[src/rtl/efuse_read_seq_if.sv]
// Controller-side read handshake between the eFuse read/write controller and the
// macro read sequencer.
interface efuse_read_seq_if #(
  parameter int unsigned NR = 64
) ();
  // A 256-bit read has a single word, but the select still needs one bit of width.
  localparam int unsigned SelW = (NR >= 256) ? 1 : $clog2(256 / NR);

  logic            read_start;
  logic [SelW-1:0] efuse_read_sel;
  logic            efuse_busy_write;
  logic            read_done;
  logic [NR-1:0]   read_data;
  logic            efuse_busy_read;

  modport master (
    output read_start,
    output efuse_read_sel,
    output efuse_busy_write,
    input  read_done,
    input  read_data,
    input  efuse_busy_read
  );

  modport slave (
    input  read_start,
    input  efuse_read_sel,
    input  efuse_busy_write,
    output read_done,
    output read_data,
    output efuse_busy_read
  );
endinterface

[src/rtl/efuse_read_seq.sv]
// Macro-side read sequencer for the 32 x 8-bit eFuse array: expands one NR-bit read
// into NR/8 timed byte accesses and assembles the returned word.
module efuse_read_seq #(
  parameter int unsigned NR       = 64,
  parameter int unsigned T_SETUP  = 2,
  parameter int unsigned T_STROBE = 4,
  parameter int unsigned T_HOLD   = 2
) (
  input  logic              clk,
  input  logic              rst,
  efuse_read_seq_if.slave   rd,
  output logic              efuse_csb,
  output logic              efuse_load,
  output logic              efuse_pgenb,
  output logic              efuse_strobe,
  output logic [4:0]        efuse_a,
  input  logic [7:0]        efuse_q
);

  localparam int unsigned NB    = NR / 8;
  localparam int unsigned SelW  = (NR >= 256) ? 1 : $clog2(256 / NR);
  localparam int unsigned ByteW = (NB > 1) ? $clog2(NB) : 1;
  localparam int unsigned TMax0 = (T_SETUP > T_STROBE) ? T_SETUP : T_STROBE;
  localparam int unsigned TMax  = (TMax0 > T_HOLD) ? TMax0 : T_HOLD;
  localparam int unsigned TW    = (TMax > 1) ? $clog2(TMax) : 1;

  localparam logic [TW-1:0]    SetupLast  = TW'(T_SETUP - 1);
  localparam logic [TW-1:0]    StrobeLast = TW'(T_STROBE - 1);
  localparam logic [TW-1:0]    HoldLast   = TW'(T_HOLD - 1);
  localparam logic [ByteW-1:0] LastByte   = ByteW'(NB - 1);

  typedef enum logic [2:0] {
    StIdle,
    StSetup,
    StStrobe,
    StHold,
    StDone
  } state_e;

  state_e           state_q, state_d;
  logic [TW-1:0]    tcnt_q, tcnt_d;
  logic [ByteW-1:0] byte_q, byte_d;
  logic [SelW-1:0]  sel_q, sel_d;
  logic [NR-1:0]    buf_q, buf_d;
  logic [NR-1:0]    data_q, data_d;
  logic             done_q, done_d;
  logic             busy_q, busy_d;
  logic             csb_q, csb_d;
  logic             load_q, load_d;
  logic             pgenb_q, pgenb_d;
  logic             strobe_q, strobe_d;
  logic [4:0]       a_q, a_d;

  // Word index times bytes-per-word lands inside the 32-byte array by construction.
  function automatic logic [4:0] byte_addr(input logic [SelW-1:0] sel,
                                           input logic [ByteW-1:0] idx);
    return 5'((32'(sel) * NB) + 32'(idx));
  endfunction

  always_comb begin
    state_d  = state_q;
    tcnt_d   = tcnt_q;
    byte_d   = byte_q;
    sel_d    = sel_q;
    buf_d    = buf_q;
    data_d   = data_q;
    done_d   = 1'b0;
    csb_d    = csb_q;
    load_d   = load_q;
    pgenb_d  = 1'b1;
    strobe_d = strobe_q;
    a_d      = a_q;

    unique case (state_q)
      StIdle: begin
        if (rd.read_start && !rd.efuse_busy_write) begin
          state_d = StSetup;
          tcnt_d  = '0;
          byte_d  = '0;
          sel_d   = rd.efuse_read_sel;
          csb_d   = 1'b0;
          load_d  = 1'b1;
          a_d     = byte_addr(rd.efuse_read_sel, '0);
        end
      end
      StSetup: begin
        if (tcnt_q == SetupLast) begin
          state_d  = StStrobe;
          tcnt_d   = '0;
          strobe_d = 1'b1;
        end else begin
          tcnt_d = tcnt_q + TW'(1);
        end
      end
      StStrobe: begin
        if (tcnt_q == StrobeLast) begin
          // Macro data is only valid while strobe is still high on this edge.
          buf_d[{byte_q, 3'b000} +: 8] = efuse_q;
          state_d  = StHold;
          tcnt_d   = '0;
          strobe_d = 1'b0;
        end else begin
          tcnt_d = tcnt_q + TW'(1);
        end
      end
      StHold: begin
        if (tcnt_q == HoldLast) begin
          tcnt_d = '0;
          if (byte_q == LastByte) begin
            state_d = StDone;
            done_d  = 1'b1;
            data_d  = buf_q;
            csb_d   = 1'b1;
            load_d  = 1'b0;
            a_d     = '0;
          end else begin
            state_d = StSetup;
            byte_d  = byte_q + ByteW'(1);
            a_d     = byte_addr(sel_q, byte_q + ByteW'(1));
          end
        end else begin
          tcnt_d = tcnt_q + TW'(1);
        end
      end
      StDone: begin
        state_d = StIdle;
      end
      default: begin
        state_d = StIdle;
      end
    endcase

    busy_d = (state_d != StIdle);
  end

  always_ff @(posedge clk) begin
    if (rst) begin
      state_q  <= StIdle;
      tcnt_q   <= '0;
      byte_q   <= '0;
      sel_q    <= '0;
      buf_q    <= '0;
      data_q   <= '0;
      done_q   <= 1'b0;
      busy_q   <= 1'b0;
      csb_q    <= 1'b1;
      load_q   <= 1'b0;
      pgenb_q  <= 1'b1;
      strobe_q <= 1'b0;
      a_q      <= '0;
    end else begin
      state_q  <= state_d;
      tcnt_q   <= tcnt_d;
      byte_q   <= byte_d;
      sel_q    <= sel_d;
      buf_q    <= buf_d;
      data_q   <= data_d;
      done_q   <= done_d;
      busy_q   <= busy_d;
      csb_q    <= csb_d;
      load_q   <= load_d;
      pgenb_q  <= pgenb_d;
      strobe_q <= strobe_d;
      a_q      <= a_d;
    end
  end

  assign rd.read_done       = done_q;
  assign rd.read_data       = data_q;
  assign rd.efuse_busy_read = busy_q;
  assign efuse_csb          = csb_q;
  assign efuse_load         = load_q;
  assign efuse_pgenb        = pgenb_q;
  assign efuse_strobe       = strobe_q;
  assign efuse_a            = a_q;

endmodule

[src/flat_wrapper.sv]
// flat-port wrapper written by rule: the top's interface ports become plain ports
module efuse_read_seq_flat 
#(
  parameter int unsigned NR       = 64,
  parameter int unsigned T_SETUP  = 2,
  parameter int unsigned T_STROBE = 4,
  parameter int unsigned T_HOLD   = 2
)
  (clk, rst, efuse_csb, efuse_load, efuse_pgenb, efuse_strobe, efuse_a, efuse_q, rd_read_start, rd_efuse_read_sel, rd_efuse_busy_write, rd_read_done, rd_read_data, rd_efuse_busy_read);
  efuse_read_seq_if #(.NR(NR)) rd_i ();
  input  logic clk;
  input  logic rst;
  output logic efuse_csb;
  output logic efuse_load;
  output logic efuse_pgenb;
  output logic efuse_strobe;
  output logic [4:0] efuse_a;
  input  logic [7:0] efuse_q;
  input wire logic [$bits(rd_i.read_start)-1:0] rd_read_start;
  input wire logic [$bits(rd_i.efuse_read_sel)-1:0] rd_efuse_read_sel;
  input wire logic [$bits(rd_i.efuse_busy_write)-1:0] rd_efuse_busy_write;
  output wire logic [$bits(rd_i.read_done)-1:0] rd_read_done;
  output wire logic [$bits(rd_i.read_data)-1:0] rd_read_data;
  output wire logic [$bits(rd_i.efuse_busy_read)-1:0] rd_efuse_busy_read;
  assign rd_i.read_start = rd_read_start;
  assign rd_i.efuse_read_sel = rd_efuse_read_sel;
  assign rd_i.efuse_busy_write = rd_efuse_busy_write;
  assign rd_read_done = rd_i.read_done;
  assign rd_read_data = rd_i.read_data;
  assign rd_efuse_busy_read = rd_i.efuse_busy_read;
  efuse_read_seq #(.NR(NR), .T_SETUP(T_SETUP), .T_STROBE(T_STROBE), .T_HOLD(T_HOLD)) u_core (.clk(clk), .rst(rst), .rd(rd_i), .efuse_csb(efuse_csb), .efuse_load(efuse_load), .efuse_pgenb(efuse_pgenb), .efuse_strobe(efuse_strobe), .efuse_a(efuse_a), .efuse_q(efuse_q));
endmodule
[config.mk]
export PLATFORM = sky130hd
export DESIGN_NAME = efuse_read_seq_flat
export DESIGN_NICKNAME = d
export VERILOG_FILES = /design/src/rtl/efuse_read_seq_if.sv /design/src/rtl/efuse_read_seq.sv /design/src/flat_wrapper.sv
export SDC_FILE = /design/constraint.sdc
export NUM_CORES = 1
export LEC_CHECK = 0
export ABC_CLOCK_PERIOD_IN_PS = 2800
export CORE_MARGIN = 5
export CORE_UTILIZATION = 53
export DETAILED_ROUTE_END_ITERATION = 10
export HOLD_SLACK_MARGIN = 0.1
export PLACE_DENSITY_LB_ADDON = 0.12
export SYNTH_ARGS = -nofsm -noshare
export SYNTH_HDL_FRONTEND = slang
export SYNTH_SLANG_ARGS = --single-unit
export TNS_END_PERCENT = 1
[constraint.sdc]
create_clock -name clk -period 2.8 [get_ports clk]
set_clock_uncertainty 0.15 [all_clocks]
set_input_delay 0.84 -clock clk [delete_from_list [all_inputs] [get_ports clk]]
set_output_delay 0.84 -clock clk [all_outputs]
set_load 0.02 [all_outputs]
Word level (Yosys, flattened, before mapping) --
Index checks and enable logic that the tools add are counted.
Word-level totals: bits in registers 148, input port bits 14, word-level logic and storage cells 80
Cells by class: add/sub/neg operators 4, equal/unequal tests 12, shift-type cells 2, muxes and demuxes 31, bitwise gates (word level) 2, reductions and logical operators 17
Operators by type and width (number):
- bitwise mux 64 bit | 1
- variable shift 8 x 8 -> 64 bit (first input constant) | 1
- variable part select 8 x 8 -> 64 bit | 1
- two-way mux 3 bit | 8
- two-way mux 5 bit | 3
- one-hot mux 3 bit (4 select lines) | 1
- inequality test 2 x 1 -> 1 bit (second input constant) | 5
- one-hot mux 5 bit (2 select lines) | 1
- two-way mux 1 bit | 9
- AND reduction 3 bit | 3
- negation 6 -> 8 bit | 1
- AND reduction 4 bit | 2
- equality test 3 x 2 -> 1 bit (second input constant) | 2
- two-way mux 2 bit | 3
- one-hot mux 1 bit (2 select lines) | 3
- one-hot mux 2 bit (3 select lines) | 1
- one-hot mux 3 bit (2 select lines) | 1
- AND reduction 2 bit | 3
- nonzero test 3 bit | 2
- adder 5 x 3 -> 5 bit | 1
- nonzero test 2 bit | 2
- adder 3 x 1 -> 3 bit (second input constant) | 1
- equality test 3 x 1 -> 1 bit (second input constant) | 1
- equality test 3 bit (second input constant) | 1
- 10 further kinds | 11

Longest topological paths before layout --
Gate-level depths: netlist of the first run.
word-level depth 5, depth in mapped cells 9

Least setup slack after synthesis of the first run --
Ideal clock, no wire load.
path kind register to register, from register u_core.byte_q[0], to register u_core.buf_q[16], library setup time 0.070 ns, arrival time 1.907 ns, data required time 2.580 ns, path slack 0.672 ns, cell stages (with the launch flop) 10, path buffers 2, period minus slack after synthesis 2.128 ns, cells stage by stage dfxtp_1 -> inv_1 -> ha_1 -> ha_1 -> nor2_1 -> and2_1 -> buf_1 -> clkbuf_1 -> nand3_1 -> a21oi_1
Between the ends: cells in the longest elaborated chain, start to end 3, elaborated cells between the ends (all ways) 4
RTL lines:
- start: declaration | line efuse_read_seq.sv:42 | logic [ByteW-1:0] byte_q, byte_d;
- start signal: assignment | line efuse_read_seq.sv:154 | byte_q <= byte_d;
- negation 6 -> 8 bit * | line efuse_read_seq.sv:98 | buf_d[{byte_q, 3'b000} +: 8] = efuse_q;
- variable part select 8 x 8 -> 64 bit / variable shift 8 x 8 -> 64 bit (equally long branches) | line efuse_read_seq.sv:98
- bitwise mux 64 bit * | line efuse_read_seq.sv:98
- end signal: assignment | line efuse_read_seq.sv:156 | buf_q <= buf_d;
- end: declaration | line efuse_read_seq.sv:44 | logic [NR-1:0] buf_q, buf_d;
Mark *: on every way between the ends. The rest lies on a longest branch, timed or not. A chain may end at the register's enable or synchronous reset.

Worst setup path in the final report of the first run --
from register u_core.byte_q[0], to register u_core.buf_q[11]
Same word-level chain as after synthesis.

==> flow_metrics.env, run 1 <==
export IMPL_status="finished, final reports clean"
export IMPL_worst_slew_pin_slew_ns=1.02
export IMPL_synth_area_leaders="dfxtp_1, nand2_1, a21oi_1, mux2i_1, nand3_1"
export IMPL_num_rows=38
export IMPL_via_per_inst=5.41
export IMPL_numPortBuffers=87
export IMPL_period_share_pct=94.2
export IMPL_vias=4789
export IMPL_crit_top_cell="ha_1"
export IMPL_path_cells="inv_1 -> ha_1 -> ha_1 -> o31a_1 -> nand3_1 -> nand3b_1 -> o21ai_0"
export IMPL_cp_required_ns=3.03
export IMPL_vdd_ir_drop_worst_mv=0.345
export IMPL_clock_sinks=148
export IMPL_syn_nets=693
export IMPL_dp_hpwl_mm=8.90
export IMPL_finalWirelength_mm=13.5
export IMPL_crit_family="simple AND/OR/NAND/NOR gates"
export IMPL_syn_area_per_cell_sq_um=8.60
export IMPL_grt_pass1_vias=4567
export IMPL_cts_buffers=17
export IMPL_cp_buffers_inverters=1
export IMPL_place_area_sq_mm=0.00665
export IMPL_comb_power_share_pct=3.3
export IMPL_synth_cells=668
export IMPL_finalInstanceArea_sq_mm=0.00729
export IMPL_hold_buffers=0
export IMPL_postRouteAntennaNets=0
export IMPL_ios=89
export IMPL_core_area_sq_mm=0.0107
export IMPL_cts_resized=0
export IMPL_pwr_share_seq_pct=45.2
export IMPL_nFillCells=901
export IMPL_clock_latency_ns=0.52
export IMPL_synth_cell_area_sq_mm=0.00574
export IMPL_arrival_ns=2.87
export IMPL_cts_tree="done"
export IMPL_synth_top_area_share_pct=51.6
export IMPL_hp_class="reg2reg"
export IMPL_reg2reg_slack_ns=0.16
export IMPL_yosysTopAreaCell="dfxtp_1"
export IMPL_cp_depth=7
export IMPL_grt_max_degree=93
export IMPL_fin_tns_setup_ns=0
export IMPL_wire_per_inst_um=15.2
export IMPL_fmax_mhz=379
export IMPL_yosysSeqAreaShare_pct=51.6
export IMPL_drive_above_1_share_pct=6.30
export IMPL_start_util_pct=53.4
export IMPL_p_int_mw=3.78
export IMPL_insertedDiodeCount=0
export IMPL_h_tree_depth=4
export IMPL_rsz0062_at_grt="true"
export IMPL_period_needed_ns=2.64
export IMPL_cts_setup_buffers=0
export IMPL_p_switching_mw=0.931
export IMPL_drcViolationCount=0
export IMPL_synth_edf_count=0
export IMPL_nets=760
export IMPL_switching_share_pct=19.8
export IMPL_worst_path_largest_cell_delay_ns=0.49
export IMPL_maxCapViolations=0
export IMPL_grt_overflow_total=0
export IMPL_yosysMostFrequentCell="nand2_1"
export IMPL_utilization_pct=67.8
export IMPL_ys_types=46
export IMPL_ys_seq_elements=148
export IMPL_antenna_found_initial=0
export IMPL_ctsLongestPathBuffers=2
export IMPL_synthFlopType="dfxtp_1"
export IMPL_ys_top_cells_by_count="nand2_1, dfxtp_1, a21oi_1"
export IMPL_grt_total_usage_pct=21.3
export IMPL_die_area_sq_mm=0.0130
export IMPL_hold_viol=0
export IMPL_yosys_warnings=0
export IMPL_async_flop_share_pct=0
export IMPL_maxSlewHeadroom_pct=32.0
export IMPL_crit_path_top_delay_cell="dfxtp_1"
export IMPL_slew_viol_final=0
export IMPL_drtPass1Iterations=4
export IMPL_clk_pin_slew_worst_paths_ns=0.06
export IMPL_critical_path_peak_fanout=16
export IMPL_area_delta_synth_final_pct=26.9
export IMPL_p_clk_share_pct=51.5
export IMPL_path_class="reg2reg"
export IMPL_grt_pass1_wl_mm=22.2
export IMPL_die_height_um=114
export IMPL_cp_end_kind="flop"
export IMPL_drt_initial_drc_count=346
export IMPL_start_kind="flop"
export IMPL_setup_viol=0
export IMPL_routabilityCongestion=0.815
export IMPL_hold_depth=2
export IMPL_leakage_nw=2.63
export IMPL_die_width_um=114
export IMPL_cts_root_buf="clkbuf_8"
export IMPL_power_density_mw_per_mm2=646
export IMPL_rr_worst_depth=7
==> flip-flops by register name (all words and copies together) (netlist names), 2 cells and up <==
name / count
u_core.sel_q: 2
u_core.tcnt_q: 2
u_core.buf_q: 64
u_core.byte_q: 3
u_core.state_q: 3
u_core.efuse_a: 5
u_core.rd.read_data: 64
==> metal layers <==
layer	vias to the layer above	global-route usage [%]	wire, um
li1	2383	-	-
met1	2286	27.5	5980
met2	106	35.3	6700
met3	14	5.29	671
met4	0	6.57	145
met5	-	0	0
==> path summary, 6_finish.rpt <==
check	start	end
min	u_core.rd.read_data[50]$_SDFFE_PP0P_	u_core.rd.read_data[50]$_SDFFE_PP0P_
min reg2reg	u_core.rd.read_data[50]$_SDFFE_PP0P_	u_core.rd.read_data[50]$_SDFFE_PP0P_
max	u_core.byte_q[0]$_SDFFE_PP0P_	u_core.buf_q[11]$_SDFFE_PP0P_
max reg2reg	u_core.byte_q[0]$_SDFFE_PP0P_	u_core.buf_q[11]$_SDFFE_PP0P_
==> metrics by stage <==
| step | instances | hold slack (ns) | setup WS, ns | power, mW |
|---|---|---|---|---|
| after floorplan | 668 | 0.282 | 0.672 | 2.26 |
| after global placement | 856 | 0.292 | 0.272 | 2.32 |
| after detailed placement | 856 | 0.296 | 0.201 | 2.33 |
| after CTS | 886 | 0.304 | 0.177 | 4.73 |
| after global routing | 886 | 0.318 | -0.0664 | 4.84 |
| final | 886 | 0.303 | 0.163 | 4.71 |
==> cell type report <==
cell class	instances	area, sq um	area share (%)
timing repair buffer	94	946	13.0
clock inverter	9	176	2.42
tap	140	175	2.40
multi-input combinational	468	2550	34.9
sequential	148	2960	40.6
inverter	6	22.5	0.309
clock buffer	21	459	6.30
==> cells by family (layout without fill, tap and decap cells) <==
kind of cell | count (synthesis) | after routing | share of synthesized area [%]
and+or+nand+nor | 297 | 297 | 24.7
DFF | 148 | 148 | 51.6
AOI/OAI and AO/OA | 132 | 132 | 12.5
buffers and inverters | 52 | 130 | 4.07
muxes | 26 | 26 | 4.55
adders and majority gates | 11 | 11 | 2.40
other | 1 | 1 | 0.0653
xor gates and xnor gates | 1 | 1 | 0.153
==> power by group through the flow <==
stage | sequential (mW) | combinational (mW) | clock, mW
floorplan | 2.18 | 0.0795 | 0
global placement | 2.17 | 0.153 | 0
detailed placement | 2.17 | 0.155 | 0
CTS | 2.13 | 0.155 | 2.45
global route | 2.13 | 0.169 | 2.55
finish | 2.13 | 0.155 | 2.43
==> worst reg2reg max path, stage by stage, from the launching register on <==
cell      delay (ns)
dfxtp_1         0.49
inv_1           0.19
ha_1            0.24
ha_1            0.37
o31a_1          0.27
nand3_1         0.43
nand3b_1        0.26
o21ai_0         0.11
==> cells in the final DEF (no fill, tap or decap), drive strengths merged, types with 2 or more instances in the layout <==
master and count:
a311oi 2, clkdlybuf4s50 86, clkinv 3, a21oi 91, bufinv 5, nand2b 23
and2 2, nor2b 3, a211oi 3, nand2 165, nor3 7, nand3 32
dfxtp 148, nor2 31, buf 8, nand4 3, and4b 2, inv 6
nand4b 2, o21ai 27, and4bb 3, mux2i 25, a22o 4, nand3b 18
clkbuf 21, ha 11
(Power assumes the default switching activity.)
==> inputs of run 2 (changes only) <==
--- a/config.mk
+++ b/config.mk
@@ -9,6 +9,7 @@
 export CORE_MARGIN = 5
 export CORE_UTILIZATION = 53
 export DETAILED_ROUTE_END_ITERATION = 10
+export GPL_ROUTABILITY_DRIVEN = 0
 export HOLD_SLACK_MARGIN = 0.1
 export PLACE_DENSITY_LB_ADDON = 0.12
 export SYNTH_ARGS = -nofsm -noshare
==> results of run 2 <==
The final DEF is identical to that of run 1; final timing and power are the same.
